$ cat config.mk
export PLATFORM = sky130hd
export DESIGN_NAME = axil_bridge
export DESIGN_NICKNAME = d
export VERILOG_FILES = /design/src/rtl/axil_bridge_pkg.sv /design/src/rtl/axil_rd_path.sv /design/src/rtl/axil_bridge.sv
export SDC_FILE = /design/constraint.sdc
export NUM_CORES = 1
export LEC_CHECK = 0
export CAP_MARGIN = 20
export CORE_ASPECT_RATIO = 1.5
export CORE_MARGIN = 5
export CORE_UTILIZATION = 34
export CTS_CLUSTER_SIZE = 24
export DETAILED_ROUTE_END_ITERATION = 8
export PLACE_DENSITY = 0.89
export RECOVER_POWER = 25
export SLEW_MARGIN = 40
export SYNTH_ARGS = -nofsm -noshare
export SYNTH_HDL_FRONTEND = slang
export SYNTH_HIERARCHICAL = 1
export SYNTH_SLANG_ARGS = --single-unit
$ cat constraint.sdc
create_clock -name clk -period 1.8 [get_ports clk]
set_clock_uncertainty 0.2 [all_clocks]
set_input_delay 0.18 -clock clk [delete_from_list [all_inputs] [get_ports clk]]
set_output_delay 0.18 -clock clk [all_outputs]
set_load 0.02 [all_outputs]
$ cat src/rtl/axil_bridge_pkg.sv
// Shared encodings for the AXI to AXI-Lite bridge: FSM states and AXI response codes.
package axil_bridge_pkg;

  typedef enum logic [1:0] {
    WR_IDLE  = 2'd0,
    WR_ISSUE = 2'd1,
    WR_RESP  = 2'd2,
    WR_ACK   = 2'd3
  } wr_state_e;

  typedef enum logic [1:0] {
    RD_IDLE  = 2'd0,
    RD_ISSUE = 2'd1,
    RD_DATA  = 2'd2,
    RD_ACK   = 2'd3
  } rd_state_e;

  localparam logic [1:0] AXI_RESP_OKAY   = 2'b00;
  localparam logic [1:0] AXI_RESP_EXOKAY = 2'b01;
  localparam logic [1:0] AXI_RESP_SLVERR = 2'b10;
  localparam logic [1:0] AXI_RESP_DECERR = 2'b11;

endpackage

$ cat src/rtl/axil_rd_path.sv
// Read half of the bridge: captures one AR, forwards it to the AXI-Lite side and
// returns the downstream data and response upstream.
module axil_rd_path
  import axil_bridge_pkg::*;
#(
  parameter int ADDR_W      = 32,
  parameter int AXIL_ADDR_W = 4,
  parameter int DATA_W      = 32
) (
  input  logic                   clk,
  input  logic                   rst_n,
  input  logic [ADDR_W-1:0]      axi_araddr,
  input  logic                   axi_arvalid,
  output logic                   axi_arready,
  output logic [DATA_W-1:0]      axi_rdata,
  output logic [1:0]             axi_rresp,
  output logic                   axi_rvalid,
  input  logic                   axi_rready,
  output logic [AXIL_ADDR_W-1:0] axil_araddr,
  output logic                   axil_arvalid,
  input  logic                   axil_arready,
  input  logic [DATA_W-1:0]      axil_rdata,
  input  logic [1:0]             axil_rresp,
  input  logic                   axil_rvalid,
  output logic                   axil_rready
);

  rd_state_e         rd_state;
  logic [ADDR_W-1:0] araddr_q;
  logic              unused_araddr_hi;

  assign axi_arready = (rd_state == RD_IDLE);

  // Upper address bits are dropped, never decoded.
  assign axil_araddr      = araddr_q[AXIL_ADDR_W-1:0];
  assign unused_araddr_hi = ^araddr_q;

  always_ff @(posedge clk or negedge rst_n) begin
    if (!rst_n) begin
      rd_state     <= RD_IDLE;
      araddr_q     <= '0;
      axil_arvalid <= 1'b0;
      axil_rready  <= 1'b0;
      axi_rdata    <= '0;
      axi_rresp    <= AXI_RESP_OKAY;
      axi_rvalid   <= 1'b0;
    end else begin
      case (rd_state)
        RD_IDLE: begin
          if (axi_arvalid) begin
            araddr_q     <= axi_araddr;
            axil_arvalid <= 1'b1;
            rd_state     <= RD_ISSUE;
          end
        end
        RD_ISSUE: begin
          if (axil_arready) begin
            axil_arvalid <= 1'b0;
            axil_rready  <= 1'b1;
            rd_state     <= RD_DATA;
          end
        end
        RD_DATA: begin
          if (axil_rvalid) begin
            axi_rdata   <= axil_rdata;
            axi_rresp   <= axil_rresp;
            axil_rready <= 1'b0;
            axi_rvalid  <= 1'b1;
            rd_state    <= RD_ACK;
          end
        end
        RD_ACK: begin
          if (axi_rready) begin
            axi_rvalid <= 1'b0;
            rd_state   <= RD_IDLE;
          end
        end
        default: rd_state <= RD_IDLE;
      endcase
    end
  end

endmodule

$ cat src/rtl/axil_bridge.sv
// AXI to AXI-Lite bridge: one outstanding write and one outstanding read, each
// running its own FSM; address truncated to AXIL_ADDR_W, strobes and responses passed through.
module axil_bridge
  import axil_bridge_pkg::*;
#(
  parameter int ADDR_W      = 32,
  parameter int AXIL_ADDR_W = 4,
  parameter int DATA_W      = 32
) (
  input  logic                   clk,
  input  logic                   rst_n,
  input  logic [ADDR_W-1:0]      axi_awaddr,
  input  logic                   axi_awvalid,
  output logic                   axi_awready,
  input  logic [DATA_W-1:0]      axi_wdata,
  input  logic [DATA_W/8-1:0]    axi_wstrb,
  input  logic                   axi_wvalid,
  output logic                   axi_wready,
  output logic [1:0]             axi_bresp,
  output logic                   axi_bvalid,
  input  logic                   axi_bready,
  input  logic [ADDR_W-1:0]      axi_araddr,
  input  logic                   axi_arvalid,
  output logic                   axi_arready,
  output logic [DATA_W-1:0]      axi_rdata,
  output logic [1:0]             axi_rresp,
  output logic                   axi_rvalid,
  input  logic                   axi_rready,
  output logic [AXIL_ADDR_W-1:0] axil_awaddr,
  output logic                   axil_awvalid,
  input  logic                   axil_awready,
  output logic [DATA_W-1:0]      axil_wdata,
  output logic [DATA_W/8-1:0]    axil_wstrb,
  output logic                   axil_wvalid,
  input  logic                   axil_wready,
  input  logic [1:0]             axil_bresp,
  input  logic                   axil_bvalid,
  output logic                   axil_bready,
  output logic [AXIL_ADDR_W-1:0] axil_araddr,
  output logic                   axil_arvalid,
  input  logic                   axil_arready,
  input  logic [DATA_W-1:0]      axil_rdata,
  input  logic [1:0]             axil_rresp,
  input  logic                   axil_rvalid,
  output logic                   axil_rready
);

  // Handshakes: a transfer happens on the rising edge where valid && ready. A valid,
  // once raised, holds with stable payload until its transfer; readies may toggle freely.
  // Every valid here is a register, and readies decode only from FSM state and flags.

  wr_state_e           wr_state;
  logic                aw_got, w_got, aw_done, w_done;
  logic [ADDR_W-1:0]   awaddr_q;
  logic [DATA_W-1:0]   wdata_q;
  logic [DATA_W/8-1:0] wstrb_q;
  logic [1:0]          bresp_q;
  logic                up_aw_hs, up_w_hs, dn_aw_hs, dn_w_hs;
  logic                aw_got_nx, w_got_nx, aw_done_nx, w_done_nx;
  logic                unused_awaddr_hi;

  assign axi_awready = (wr_state == WR_IDLE) && !aw_got;
  assign axi_wready  = (wr_state == WR_IDLE) && !w_got;

  assign up_aw_hs   = axi_awvalid && axi_awready;
  assign up_w_hs    = axi_wvalid && axi_wready;
  assign dn_aw_hs   = axil_awvalid && axil_awready;
  assign dn_w_hs    = axil_wvalid && axil_wready;

  // A handshake in the deciding cycle counts toward the transition.
  assign aw_got_nx  = aw_got || up_aw_hs;
  assign w_got_nx   = w_got || up_w_hs;
  assign aw_done_nx = aw_done || dn_aw_hs;
  assign w_done_nx  = w_done || dn_w_hs;

  assign axil_awaddr      = awaddr_q[AXIL_ADDR_W-1:0];
  assign axil_wdata       = wdata_q;
  assign axil_wstrb       = wstrb_q;
  assign axi_bresp        = bresp_q;
  assign unused_awaddr_hi = ^awaddr_q;

  always_ff @(posedge clk or negedge rst_n) begin
    if (!rst_n) begin
      wr_state     <= WR_IDLE;
      aw_got       <= 1'b0;
      w_got        <= 1'b0;
      aw_done      <= 1'b0;
      w_done       <= 1'b0;
      awaddr_q     <= '0;
      wdata_q      <= '0;
      wstrb_q      <= '0;
      bresp_q      <= AXI_RESP_OKAY;
      axil_awvalid <= 1'b0;
      axil_wvalid  <= 1'b0;
      axil_bready  <= 1'b0;
      axi_bvalid   <= 1'b0;
    end else begin
      case (wr_state)
        WR_IDLE: begin
          if (up_aw_hs) begin
            awaddr_q <= axi_awaddr;
            aw_got   <= 1'b1;
          end
          if (up_w_hs) begin
            wdata_q <= axi_wdata;
            wstrb_q <= axi_wstrb;
            w_got   <= 1'b1;
          end
          if (aw_got_nx && w_got_nx) begin
            axil_awvalid <= 1'b1;
            axil_wvalid  <= 1'b1;
            wr_state     <= WR_ISSUE;
          end
        end
        WR_ISSUE: begin
          if (dn_aw_hs) begin
            axil_awvalid <= 1'b0;
            aw_done      <= 1'b1;
          end
          if (dn_w_hs) begin
            axil_wvalid <= 1'b0;
            w_done      <= 1'b1;
          end
          if (aw_done_nx && w_done_nx) begin
            axil_bready <= 1'b1;
            wr_state    <= WR_RESP;
          end
        end
        WR_RESP: begin
          if (axil_bvalid) begin
            bresp_q     <= axil_bresp;
            axil_bready <= 1'b0;
            axi_bvalid  <= 1'b1;
            wr_state    <= WR_ACK;
          end
        end
        WR_ACK: begin
          if (axi_bready) begin
            axi_bvalid <= 1'b0;
            aw_got     <= 1'b0;
            w_got      <= 1'b0;
            aw_done    <= 1'b0;
            w_done     <= 1'b0;
            wr_state   <= WR_IDLE;
          end
        end
        default: wr_state <= WR_IDLE;
      endcase
    end
  end

  axil_rd_path #(
    .ADDR_W      (ADDR_W),
    .AXIL_ADDR_W (AXIL_ADDR_W),
    .DATA_W      (DATA_W)
  ) u_rd_path (
    .clk          (clk),
    .rst_n        (rst_n),
    .axi_araddr   (axi_araddr),
    .axi_arvalid  (axi_arvalid),
    .axi_arready  (axi_arready),
    .axi_rdata    (axi_rdata),
    .axi_rresp    (axi_rresp),
    .axi_rvalid   (axi_rvalid),
    .axi_rready   (axi_rready),
    .axil_araddr  (axil_araddr),
    .axil_arvalid (axil_arvalid),
    .axil_arready (axil_arready),
    .axil_rdata   (axil_rdata),
    .axil_rresp   (axil_rresp),
    .axil_rvalid  (axil_rvalid),
    .axil_rready  (axil_rready)
  );

endmodule

# Yosys cells after proc, flatten, opt, wreduce, memory -nomap -nowiden
# Index checks and enable logic that the tools add are counted.
[totals]
register_bits = 95
inputBits = 148
out_inout_bits = 90
wordCells = 118
[op_classes]
eq_ne = 18
n_mux = 38
n_reduce_logical = 42
[ops]
columns = ["cell", "count"]
rows = [
  ["3-bit AND reduction", 11],
  ["2-bit != test (second input constant)", 11],
  ["1-bit one-hot mux with 2 select lines", 11],
  ["1-bit two-way mux", 17],
  ["2-bit two-way mux", 8],
  ["2-bit one-hot mux with 4 select lines", 2],
  ["2-bit nonzero test", 8],
  ["2-bit AND reduction", 5],
  ["2-bit == test (second input constant)", 4],
  ["1-bit logical AND", 8],
  ["4-bit AND reduction", 2],
  ["2-bit by 1-bit == test with 1-bit output (second input constant)", 2],
  ["2-bit logical NOT", 2],
  ["1-bit logical OR", 4],
  ["1-bit logical NOT", 2],
  ["2-bit by 1-bit != test with 1-bit output (second input constant)", 1],
]

# Depth between registers and ports, before layout
# Gate-level depths: netlist of the first run.
[depth]
ltp_word = 7
mapped_depth = 7
depth_no_buf = 6

# Modules after synthesis
# The synthesis of the first run kept the hierarchy.
[modules_own_cells]
columns = ["module", "instances", "cells_per_inst", "area_each_um2", "seq_area_each_um2"]
rows = [
  ["axil_bridge", 1, 151, 2109.5, 1301.2],
  ["axil_rd_path", 1, 116, 1769.2, 1076.0],
]

# Worst setup path after synthesis of the first run
# No wires, ideal clock.
[synth_timing]
path_type = "register to register"
from = "register wr_state[0]"
to = "register wdata_q[10] (netlist: axil_wdata[10])"
setup_ns = 0.128
arrival_time_ns = 1.694
required_ns = 1.472
setup_slack_ns = -0.222
stages_incl_launch_ff = 8
n_path_buf = 1
period_less_slack_ns = 2.022
path_cell_list = "dfrtp_1 inv_1 ha_1 inv_2 nor2_2 nand2_2 buf_2 mux2_1"
[synth_between]
elab_chain_cells = 4
[synth_lines]
columns = ["element", "line", "rtl"]
rows = [
  ["start, declared", "axil_bridge.sv:52", "wr_state_e wr_state;"],
  ["start signal, assigned", "axil_bridge.sv:84", "wr_state <= WR_IDLE;"],
  ["start signal, assigned", "axil_bridge.sv:112", "wr_state <= WR_ISSUE;"],
  ["start signal, assigned", "axil_bridge.sv:126", "wr_state <= WR_RESP;"],
  ["2-bit logical NOT", "axil_bridge.sv:63", "assign axi_wready = (wr_state == WR_IDLE) && !w_got;"],
  ["1-bit logical AND", "axil_bridge.sv:63", ""],
  ["named net axi_wready", "axil_bridge.sv:18", "output logic axi_wready,"],
  ["1-bit logical AND", "axil_bridge.sv:66", "assign up_w_hs = axi_wvalid && axi_wready;"],
  ["2-bit AND reduction (no line)", "--", ""],
  ["end signal, assigned", "axil_bridge.sv:105", "wdata_q <= axi_wdata;"],
  ["end, declared", "axil_bridge.sv:55", "logic [DATA_W-1:0] wdata_q;"],
]
# The timed path passes the listed nets, and every way through them passes these cells.
# A chain may end at the register's enable or synchronous reset.

# Worst setup path in the final report of the first run
[layout_timing]
from = "register wr_state[0]"
to = "register wr_state[1]"
[layout_between]
elab_chain_cells = 7
elab_cells_between_ends = 17
classes_between = "7 x eq/ne; 1 x mux; 9 x reduce/logical"
[layout_lines]
columns = ["element", "line", "rtl"]
rows = [
  ["2-bit logical NOT", "axil_bridge.sv:62, axil_bridge.sv:63, axil_bridge.sv:98", ""],
  ["1-bit logical AND (on tied branches)", "axil_bridge.sv:62, axil_bridge.sv:63", ""],
  ["1-bit logical AND (on tied branches)", "axil_bridge.sv:65, axil_bridge.sv:66", ""],
  ["1-bit logical OR (on tied branches)", "axil_bridge.sv:71, axil_bridge.sv:72", ""],
  ["1-bit logical AND", "axil_bridge.sv:109", "if (aw_got_nx && w_got_nx) begin"],
  ["2-bit by 1-bit != test with 1-bit output (no line)", "--", ""],
  ["4-bit AND reduction (no line)", "--", ""],
]
# Several ways; a longest one is shown, not always the timed one.

==> results.txt, run 1 <==
In this run the number of H-tree levels came out at 3. The arrival time of data at the critical path endpoint was 1930 ps; the number of global-route vias before repair was 3,380. Yosys attributes the largest share of cell area to sky130_fd_sc_hd__dfrtp_1, sky130_fd_sc_hd__mux2_1, sky130_fd_sc_hd__mux2_2, sky130_fd_sc_hd__ha_1, sky130_fd_sc_hd__nand2_1. The initial standard-cell utilization of the core is 0.349, and the number of antenna violations at the first check in global routing is 0.

Power density over the cells: 1920 nW/um2. The leading cell type in the layout, fill and taps excluded is sky130_fd_sc_hd__clkdlybuf4s50_1. The tools report the count of distinct cell types in the synthesized netlist as 31. The area growth from synthesis to final layout came out at 76.7%. The fraction of registers with async set or reset after synthesis is 1.00, and the average footprint of a synthesized cell is 14.5 um2.

TritonCTS built the clock tree. STA classifies the critical path endpoint as a flop. The switching part of the total was 0.350.

The run gives 0.553 as the combinational power share. The post-synthesis adder-cell area fraction is 0.0290. The largest family of logic cells by synthesized area was multiplexers.

The first global-routing pass estimated 17.5 mm of wire. At the end of routability-driven placement, the weighted congestion stood at 0.827. Setup violations remaining at the end of the flow were counted as 40.

The wire length after detailed routing is 11.7 mm. In the layout the commonest cells are sky130_fd_sc_hd__clkdlybuf4s50_1, sky130_fd_sc_hd__dfrtp_1, sky130_fd_sc_hd__mux2_2. The transition time of the tightest slew-check pin was 870 ps; the internal power summed over all cells was 8550 uW. The tightest slew margin relative to the limit was 0.420; the cell row count was 47. The cell area reported after detailed placement was 6120 um2. The final worst setup slack was -114 ps; the area used by sequential logic in the layout was 2380 um2. The analysis attributes to cell leakage a power of 0.00305 uW.

The final worst-path cycle share works out to 1.06. The flow ran to the end, but the final reports show violations. The core utilization of the finished layout is 0.617.

The final reports fail on setup timing. The logs give 267 for the number of cells produced by synthesis and 614 for the number of placed instances with taps included. The reg-to-reg critical path startpoint is wr_state[0]$_DFFE_PN0P_. The tools report the share of total power in the clock network as 0.151. The logs give 11,100 um2 for the core area and 0.613 for the register area share after synthesis. Most frequently used flop master after synthesis: sky130_fd_sc_hd__dfrtp_1. Total power for the finished layout comes to 13,200 uW. Share of cell area taken by muxes after synthesis: 0.244. The clock sink total is 95. Detailed-router iteration count before antenna repair: 4.

The tools report the hold path startpoint as axi_wdata[7]. The tools report the max-capacitance violation count as 0. During placement, the flow inserted port buffers numbering 181.

Data on the critical path is required at its endpoint by 1820 ps. After global routing the overflow that remains totals 0. The fraction of layout instances using a drive strength above 1 works out to 0.331. The run gives 523 MHz as the maximum achievable frequency.

The critical path starts at wr_state[0]$_DFFE_PN0P_. Summing every instance area after synthesis gives 3880 um2. Setup repair after global routing could not meet its margin everywhere.

In this run the power spent charging and discharging nets is 4610 uW. The die covers 13,700 um2. The post-route DRC violation count is 0. The overall die width was 97.2 um; the count of routing violations after the opening detailed-route iteration was 81.

The area share of the largest cell type after synthesis was 0.613; the total number of vias was 3,025. The run gives 1700 um2 as the area taken by multi-input logic gates. Of all cell types, the one taking the most synthesized area is sky130_fd_sc_hd__dfrtp_1. The worst setup path is launched from a flop.

The tools report the CTS root buffer as sky130_fd_sc_hd__clkbuf_16. The number of nets in the synthesized netlist came out at 424. The all-layer global routing usage was 0.160; the vias per cell was 4.64. The tools report the synthesis warning total as 6. The antenna violation net count after detailed routing was 0; the number of nets in the layout was 657.

The xor/xnor cell area share of the yosys netlist was 0. The number of non-filler instances in the completed layout came out at 652. The cell area after layout is 6850 um2, and the HPWL after detailed placement is 8.32 mm. The fraction of the mapped netlist area in compound gates came out at 0.0529. After filler insertion, the fill cell instance count of the layout stands at 811. For the finished layout, the period the worst path requires is 1910 ps.

The worst min-delay path class is in -> reg. Across all register-to-register paths, the minimum setup slack is -110 ps. The run gives 0 as the number of endpoints with negative hold slack in the final report. Counting flops with a built-in enable in the synthesized netlist gives 0. The setup path with the least slack is of type reg -> reg. No sink is reached through more buffers than the 2 on the longest clock path. Entering global routing, the biggest net connects 96 pins. The die is 141 um tall.

The worst-case IR drop observed on VDD is 0.990 mV. The number of antenna diodes in the final layout is 0. After clock tree synthesis, the clock-pin slew on the worst setup and hold paths is 70 ps. The simple logic cell fraction of the synthesized area came out at 0.0442. Dividing the detail-routed wire length by the instance count gives 18.0 um. For the worst-skew pair, the clock arrives at the later sink with an insertion delay of 330 ps. The register bit count reported by yosys is 95. Along the worst path, the maximum fanout reaches 3. Buffers inserted during clock tree synthesis total 9. The logs give 238 for the number of top-level pins and 0.296 for the portion of total power attributed to sequential cells.

The number of max-slew violations in the final report is 0.
## synthesized netlist by cell type, types with 3 or more instances
cell type / instances
sky130_fd_sc_hd__a21oi_1: 9
sky130_fd_sc_hd__a22o_2: 3
sky130_fd_sc_hd__buf_2: 6
sky130_fd_sc_hd__dfrtp_1: 95
sky130_fd_sc_hd__ha_1: 9
sky130_fd_sc_hd__inv_1: 7
sky130_fd_sc_hd__mux2_1: 41
sky130_fd_sc_hd__mux2_2: 40
sky130_fd_sc_hd__nand2_1: 16
sky130_fd_sc_hd__nor2_1: 10
sky130_fd_sc_hd__nor2b_1: 3
sky130_fd_sc_hd__o21ai_0: 4
sky130_fd_sc_hd__o2bb2ai_1: 3
## state kept, by name (all words and copies together) (netlist names), 2 cells and up
name / cells
awaddr_q: 4
axi_bresp: 2
axil_wdata: 32
axil_wstrb: 4
u_rd_path/araddr_q: 4
u_rd_path/axi_rdata: 32
u_rd_path/axi_rresp: 2
u_rd_path/rd_state: 2
wr_state: 2
## through the flow
stage          hold slack (ps)  setup TNS, ps  setup slack (ps)
3_5_place_dp              75.4           -642              -244
5_1_grt                    250          -4130              -190
2_1_floorplan             -316          -32.7             -32.7
4_1_cts                    224           -414              -163
3_3_place_gp              64.5           -243              -166
6_report                   239          -1300              -114
## final timing paths
path | endpoint | cells after the start
min in group asynchronous | u_rd_path/axi_rdata[22]$_DFFE_PN0P_ | 3
worst max-delay path | wr_state[1]$_DFFE_PN0P_ | 6
worst min register to register | awaddr_q[2]$_DFFE_PN0P_ | 1
max in group asynchronous | axil_wdata[2]$_DFFE_PN0P_ | 3
worst max register to register | wr_state[1]$_DFFE_PN0P_ | 6
worst min-delay path | axil_wdata[7]$_DFFE_PN0P_ | 2
## logic make-up after synthesis
group | count (synthesis)
DFF | 95
muxes | 84
and+or+nand+nor | 37
AOI/OAI and AO/OA | 27
buffers and inverters | 15
adders and majority gates | 9
## repair_timing
action	CTS	global route
resized for setup	18	57
pin swaps	2	6
gates cloned	0	3
setup endpoints to repair	15	46
hold buffers	1	0
buffers inserted	4	14
hold endpoints to repair	95	0
## power groups by stage
stage / Clock, uW / Sequential (uW) / Combinational [uW]
CTS: 2040 / 3870 / 6440
floorplan: 0 / 5030 / 1990
global placement: 0 / 3810 / 6090
global route: 2140 / 4030 / 7660
finish: 1990 / 3900 / 7270
detailed placement: 0 / 3890 / 6280
## metal layers
metal	part of all wire	up-vias	GRT usage
met3	0.053	14	0.0484
li1	-	1404	-
met1	0.36	1495	0.167
met2	0.57	112	0.303
met5	0	-	0
met4	0.014	0	0.0547
## final cells by class
type / count / share of cell area
Clock buffer: 13 / 0.0350
Clock inverter: 3 / 0.00986
Inverter: 9 / 0.00548
Multi-Input combinational cell: 157 / 0.248
Sequential cell: 95 / 0.347
Tap cell: 147 / 0.0268
Timing Repair Buffer: 228 / 0.328
## worst max-delay path, stage by stage, from the launching register on
cell	delay, ps
sky130_fd_sc_hd__dfrtp_2	440
sky130_fd_sc_hd__ha_4	180
sky130_fd_sc_hd__nor2b_4	120
sky130_fd_sc_hd__a222oi_1	300
sky130_fd_sc_hd__buf_4	190
sky130_fd_sc_hd__nand3_4	70
sky130_fd_sc_hd__mux2_4	300
Note: power is estimated with default switching activity, not from simulation.
==> run 2: changes to the inputs <==
- SKIP_CTS_REPAIR_TIMING: not set -> 1
==> run 2 against run 1 <==
Against the previous run: the run still ends with setup timing left; register-to-register slack lost 30 ps; final area shrank 0.95%; critical path depth is the same; routed wire length shrank 1.7%; largest cell class unchanged; sequential cell count is the same; sequential share of layout area grew 0.33 points.
==> results.txt, run 2 (same netlist as run 1, synthesis figures left out) <==
The flow ran to the end, but the final reports show violations. The checks that failed: setup timing. The number of antenna violations at the first check in global routing was 0; the post-detailed-route wirelength per cell was 17.8 um. For this run, design rule violations remaining after detail routing come to 0. The library cell used most frequently in the layout, excluding fill and tap cells, is sky130_fd_sc_hd__clkdlybuf4s50_1.

The detailed-router iteration count before antenna repair was 4; the tightest slew margin relative to the limit was 0.428. Once layout is complete, the cells apart from fillers number 647. Total met2 wirelength after detailed routing: 6.53 mm. The final setup violation count was 39. The final worst-path cycle share was 1.08; the vias per cell was 4.65. The met1 wire length is 4.20 mm, and the arrival time of data at the critical path endpoint is 1960 ps. The tool flagged a number of max-cap violations equal to 0. The number of max-slew violations in the final report is 0. For the initial standard-cell utilization of the core, the log shows 0.349.

For the total number of vias, the log shows 3,009. The number of buffers inserted by port buffering was 181. The all-layer global routing usage was 0.157.

VDD sags by at most 0.983 mV. The cell type group with the largest total delay on the critical path is flip-flops. Once detail routing completed, the nets flagged for antenna violations numbered 0. The root buffer cell chosen for the clock tree is sky130_fd_sc_hd__clkbuf_16. The count of routing violations after the opening detailed-route iteration was 106. The worst-path maximum fanout works out to 3. From bottom edge to top edge, the die measures 141 um. The library cells used most frequently in the layout, excluding fill and tap cells, are sky130_fd_sc_hd__clkdlybuf4s50_1, sky130_fd_sc_hd__dfrtp_1, sky130_fd_sc_hd__mux2_2.

In this run the power density over the cells is 1910 nW/um2. The number of buffer and inverter instances along the worst setup path is 1, and the static leakage is 0.00302 uW. Setup repair after global routing could not meet its margin everywhere. STA classifies the critical path endpoint as a flop. During I/O placement, the number of pins put on the boundary was 238. The worst endpoint required time was 1820 ps.

The logs give 3,324 for the number of global-route vias before repair and 11.5 mm for the wire length after detailed routing. The area growth from synthesis to final layout works out to 75.0%. The logs give 645 um for the met3 wire length and 0 for the overall overflow remaining after global route. The die area was 13,700 um2; the final worst setup slack was -148 ps. For the number of endpoints with negative hold slack in the final report, the log shows 0. In this run the horizontal extent of the chip is 97.2 um. OpenSTA, run right after detailed placement, puts the worst setup slack at -244 ps. Global-route wire length before repair: 17.2 mm.

Routability-driven placement finished with a final weighted congestion of 0.827. In this run, placement finished with an instance count of 614. Counting every sink on the clock net gives 95.

Core utilization of the finished layout: 0.611. Clock tree synthesis inserted a total of 9 buffers. The number of buffers on the longest clock path is 2. Walking the worst path, the cells encountered are ha_4, nor2b_1, a222oi_1, buf_4, nand3_4, mux2_4. CTS built an H-tree with a depth of 3.

The initialized floorplan defines 47 standard-cell rows. Fraction of layout instances using a drive strength above 1: 0.308. The transition time of the tightest slew-check pin was 859 ps; the diode insertion count for antenna repair was 0.

Detailed placement finished with a half-perimeter wire length of 8.32 mm. After detailed routing, no signal wire sits above met4. For this run, the top clock speed supported by timing is 513 MHz.

The post-route minimum period is 1950 ps. The cell with the largest stage delay on the worst path was sky130_fd_sc_hd__dfrtp_2. Number of nets in the layout: 652. By startpoint and endpoint, the worst setup path is classified as reg -> reg.

STA classifies the critical path startpoint as a flop. Entering global routing, the biggest net connects 96 pins. On the worst path, the slowest cell contributes a delay of 440 ps.

The worst min-delay path class is in -> reg. The clock transition at the registers of the reported paths is 60 ps, and the clock latency of the later-clocked register in the worst-skew pair is 330 ps. The core area came out at 11,100 um2.

TritonCTS built the clock tree.
==> run 2: changes by cell type in the layout (fill, tap and decap cells not counted), sizes merged <==
cell / delta
dlygate4sd2: -1
clkdlybuf4s15: -1
buf: -5
dlymetal6s2s: +2
==> run 2: final cells by class <==
class	count	area [um2]
Tap cell	147	184
Inverter	9	37.5
Multi-Input combinational cell	157	1670
Fill cell	820	4330
Clock inverter	3	67.6
Timing Repair Buffer	223	2220
Clock buffer	13	240
Sequential cell	95	2380
==> run 2: metrics by stage <==
stage | hold WS [ps] | TNS [ps] | power, uW | instance area (um2)
2_1_floorplan | -316 | -32.7 | 7020 | 3950
3_3_place_gp | 64.5 | -243 | 9900 | 6120
3_5_place_dp | 75.4 | -642 | 10200 | 6120
4_1_cts | -296 | -1660 | 12200 | 6420
5_1_grt | 230 | -4190 | 13600 | 6790
6_report | 243 | -1420 | 12900 | 6790
==> run 2: worst paths after layout <==
| path | depth (start not counted) | endpoint | startpoint | slack, ps |
|---|---|---|---|---|
| min in group asynchronous | 3 | u_rd_path/axi_rdata[22]$_DFFE_PN0P_ | rst_n | 380 |
| worst min register to register | 1 | awaddr_q[2]$_DFFE_PN0P_ | awaddr_q[2]$_DFFE_PN0P_ | 300 |
| worst min-delay path | 2 | axil_wstrb[0]$_DFFE_PN0P_ | axi_wstrb[0] | 240 |
| max in group asynchronous | 3 | axil_wstrb[3]$_DFFE_PN0P_ | rst_n | 430 |
| worst max-delay path | 6 | wr_state[1]$_DFFE_PN0P_ | wr_state[0]$_DFFE_PN0P_ | -150 |
| worst max register to register | 6 | wr_state[1]$_DFFE_PN0P_ | wr_state[0]$_DFFE_PN0P_ | -150 |
==> run 2: power by group <==
part,total (uW),switching [uW],leakage (uW),internal (uW)
registers,3890,660,0.00111,3230
logic,7080,3120,0.00177,3970
clock network,1970,754,0.000144,1220
total,12900,4530,0.00302,8410
==> run 2: metal layers <==
metal,global-route usage,vias up
li1,-,1393
met1,0.166,1476
met2,0.297,128
met3,0.0460,12
met4,0.0511,0
met5,0,-
==> run 3: changes to the inputs <==
- ABC_AREA: not set -> 1
- CTS_CLUSTER_SIZE: 24 -> not set
- PLACE_DENSITY: 0.89 -> 0.84
- clock period: 1.8 -> 2.2 ns (I/O delays scaled with it)
==> run 3 against run 2 <==
Against the previous run: the run now ends clean; final area down 7.0%; utilization shrank 8.3 points; sequential power decreased by 22%; global-route usage hardly changed; synthesized area up 6.6%; critical path depth shrank 3; sequential cell count stayed put; count of clock-buffer cells in the layout decreased by 3; synthesized cell count increased by 78%; via count up 21%; critical path type is now reg -> out.
==> results.txt, run 3 <==
The run finished with clean final reports. The cell row count is 49. The number of buffers inserted by port buffering was 181. The finished cells cover 6310 um2. The die covers 14,500 um2. Number of endpoints with negative hold slack in the final report: 0.

In the layout the commonest cells are sky130_fd_sc_hd__nand2_1, sky130_fd_sc_hd__clkdlybuf4s50_1, sky130_fd_sc_hd__dfrtp_1. The tightest hold path in the finished design has a slack of 207 ps. After synthesis, the mean cell area works out to 8.73 um2. Max-cap violations in this run came to 0. Summed over all instances, the cell type with the most area after synthesis is sky130_fd_sc_hd__dfrtp_1. The run gives 0.346 as the initial standard-cell utilization of the core.

Yosys mapped the design onto 25 distinct sky130hd cell types. The cell area reported after detailed placement is 6050 um2. Setup repair after global routing left no endpoint under its margin. The number of nets in the synthesized netlist is 631. Setup violations remaining at the end of the flow were counted as 0. After clock tree synthesis, the clock-pin slew on the worst setup and hold paths is 70 ps. The routed design has 11.1 mm of wire. By startpoint and endpoint, the worst setup path is classified as reg -> out. Synthesized area: 4140 um2. At the end of routability-driven placement, the weighted congestion stood at 0.788. The post-route minimum period is 2070 ps, and the fraction of registers with async set or reset after synthesis is 1.00. The area share of the largest cell type after synthesis is 0.575, and the final worst-path cycle share is 0.942.

The run gives 0 as the number of max-slew violations in the final report. Once routing completed, OpenROAD measured the worst setup slack at 128 ps. The count of routing violations after the opening detailed-route iteration was 99; the overall die width was 100 um. Leaving out fill and tap cells, the most frequent cell in the layout is sky130_fd_sc_hd__nand2_1. The maximum achievable frequency was 483 MHz. Area growth from synthesis to final layout: 52.7%.

The number of buffers on the longest clock path came out at 2. In this run the worst path has a maximum fanout of 4. The clock reaches the later pin of the worst-skew pair after 330 ps. For flop-to-flop paths, the worst setup slack is 240 ps. TritonCTS built the clock tree.

For the arrival time of data at the critical path endpoint, the log shows 1650 ps. Among all flip-flop cells after synthesis, the most frequent one is sky130_fd_sc_hd__dfrtp_1. The clock sink total was 95; the register bit count reported by yosys was 95. The tools report the all-layer global routing usage as 0.157. The first global-routing pass estimated 18.4 mm of wire.

The post-detailed-route wirelength per cell came out at 13.6 um. The tree is rooted in a sky130_fd_sc_hd__clkbuf_16. 238 I/O pins were placed. For the pin with the worst max-slew slack, the measured transition is 727 ps. Detailed routing inserted a total of 3,646 vias. The vias per cell works out to 4.46. The H-tree was split into 3 levels. Fraction of layout instances using a drive strength above 1: 0.0526.

The number of antenna violations at the first check in global routing is 0, and the overall overflow remaining after global route is 0. The run gives 9 as the total CTS buffers. The number of flops mapped to enable cells by yosys works out to 0.

Across the VDD grid, the largest voltage drop is 0.580 mV. The tightest slew margin relative to the limit was 0.515. The cell count after synthesis came out at 474.

The tools report the worst endpoint required time as 1780 ps. Summed over all cells, the static leakage comes to 0.00318 uW. The diode insertion count for antenna repair was 0; the synthesis warning total was 6. The tools report the final-layout setup total negative slack as 0 ps. The worst min-delay path class was in -> reg. At the end of the flow, the number of nets in the layout was 817. In this run the vertical extent of the chip is 145 um.

The number of placed instances with taps included was 801. The critical path endpoint category was a primary output. In this run the power density over the cells is 1480 nW/um2. The tools report the number of non-filler instances in the completed layout as 818. Sorting the synthesized cells by how often they occur yields sky130_fd_sc_hd__nand2_1, sky130_fd_sc_hd__dfrtp_1, sky130_fd_sc_hd__nand3_1, sky130_fd_sc_hd__inv_1.

The antenna violation net count after detailed routing came out at 0. By area the synthesized netlist is led by sky130_fd_sc_hd__dfrtp_1, sky130_fd_sc_hd__nand2_1, sky130_fd_sc_hd__nand3_1, sky130_fd_sc_hd__ha_1, sky130_fd_sc_hd__inv_1. The maximum number of pins on one net before global-route repair is 47, and the number of global-route vias before repair is 3,645. The most frequent cell after synthesis was sky130_fd_sc_hd__nand2_1. The register area share after synthesis is 0.575.

Timing analysis after detailed placement gives a worst setup slack of 195 ps. The run gives 1,115 as the count of filler cells inserted in the layout. The HPWL after detailed placement came out at 8.46 mm. The post-route DRC violation count was 0. Detailed-router iteration count before antenna repair: 6. The floorplan step defined a core boundary enclosing 12,000 um2. STA classifies the critical path startpoint as a flop.
-- run 3: cell count changes in the layout (fill, tap and decap cells not counted), moves of 5 or more --
cell	delta
sky130_fd_sc_hd__mux2_2	-40
sky130_fd_sc_hd__mux2_1	-9
sky130_fd_sc_hd__nand3_1	+48
sky130_fd_sc_hd__o21ai_0	+5
sky130_fd_sc_hd__mux2_4	-33
sky130_fd_sc_hd__nor2_1	-5
sky130_fd_sc_hd__buf_4	-27
sky130_fd_sc_hd__inv_1	+19
sky130_fd_sc_hd__nand2_1	+235
-- run 3: path summary, 6_finish.rpt --
kind                                                        start  cells past startpoint                            endpoint
min in group asynchronous                                   rst_n                      2   u_rd_path/araddr_q[0]$_DFFE_PN0P_
worst max-delay path            u_rd_path/rd_state[1]$_DFFE_PN0P_                      3                         axi_arready
worst max register to register            wr_state[0]$_DFFE_PN0P_                      9           axil_wdata[3]$_DFFE_PN0P_
max in group asynchronous                                   rst_n                      3          axil_wdata[17]$_DFFE_PN0P_
worst min register to register         axil_wdata[17]$_DFFE_PN0P_                      2          axil_wdata[17]$_DFFE_PN0P_
worst min-delay path                                axil_rresp[1]                      3  u_rd_path/axi_rresp[1]$_DFFE_PN0P_
-- run 3: per-layer routing --
layer	GRT usage	up-vias	part of all wire
li1	-	1844	-
met1	0.186	1664	0.39
met2	0.266	120	0.51
met3	0.0427	18	0.071
met4	0.0654	0	0.023
met5	0	-	0
-- run 3: logic make-up (layout without fill, tap and decap cells) --
group	Yosys count	in the layout	share of synthesized area
fa+ha+maj	9	9	0.0272
simple gates	311	311	0.307
flops	95	95	0.575
compound gates	16	16	0.0200
buf+inv	43	234	0.0714
-- run 3: where the power goes --
| part | internal [uW] | switching [uW] |
|---|---|---|
| clock network | 773 | 671 |
| registers | 2580 | 462 |
| logic | 2160 | 2700 |
| total | 5520 | 3830 |
-- run 3: final cells by class --
class / count / area (um2) / area share
flip-flops and latches: 95 / 2380 / 0.376
multi-input cells: 336 / 1460 / 0.232
inverters: 25 / 96.3 / 0.0153
clock buffers: 10 / 229 / 0.0363
repair buffers: 193 / 1910 / 0.303
clock inverters: 6 / 46.3 / 0.00733
well taps: 153 / 191 / 0.0303
-- run 3: critical path: stages, from the launching register on --
cell                              delay [ps]
sky130_fd_sc_hd__dfrtp_1                 410
sky130_fd_sc_hd__inv_1                   120
sky130_fd_sc_hd__ha_1                    170
sky130_fd_sc_hd__clkdlybuf4s50_1         620
-- run 3: through the flow --
step / total power [uW] / utilization
finish: 9350 / 0.528
global route: 10100 / 0.528
CTS: 9500 / 0.529
detailed placement: 8010 / 0.506
global placement: 7880 / 0.506
floorplan: 5850 / -
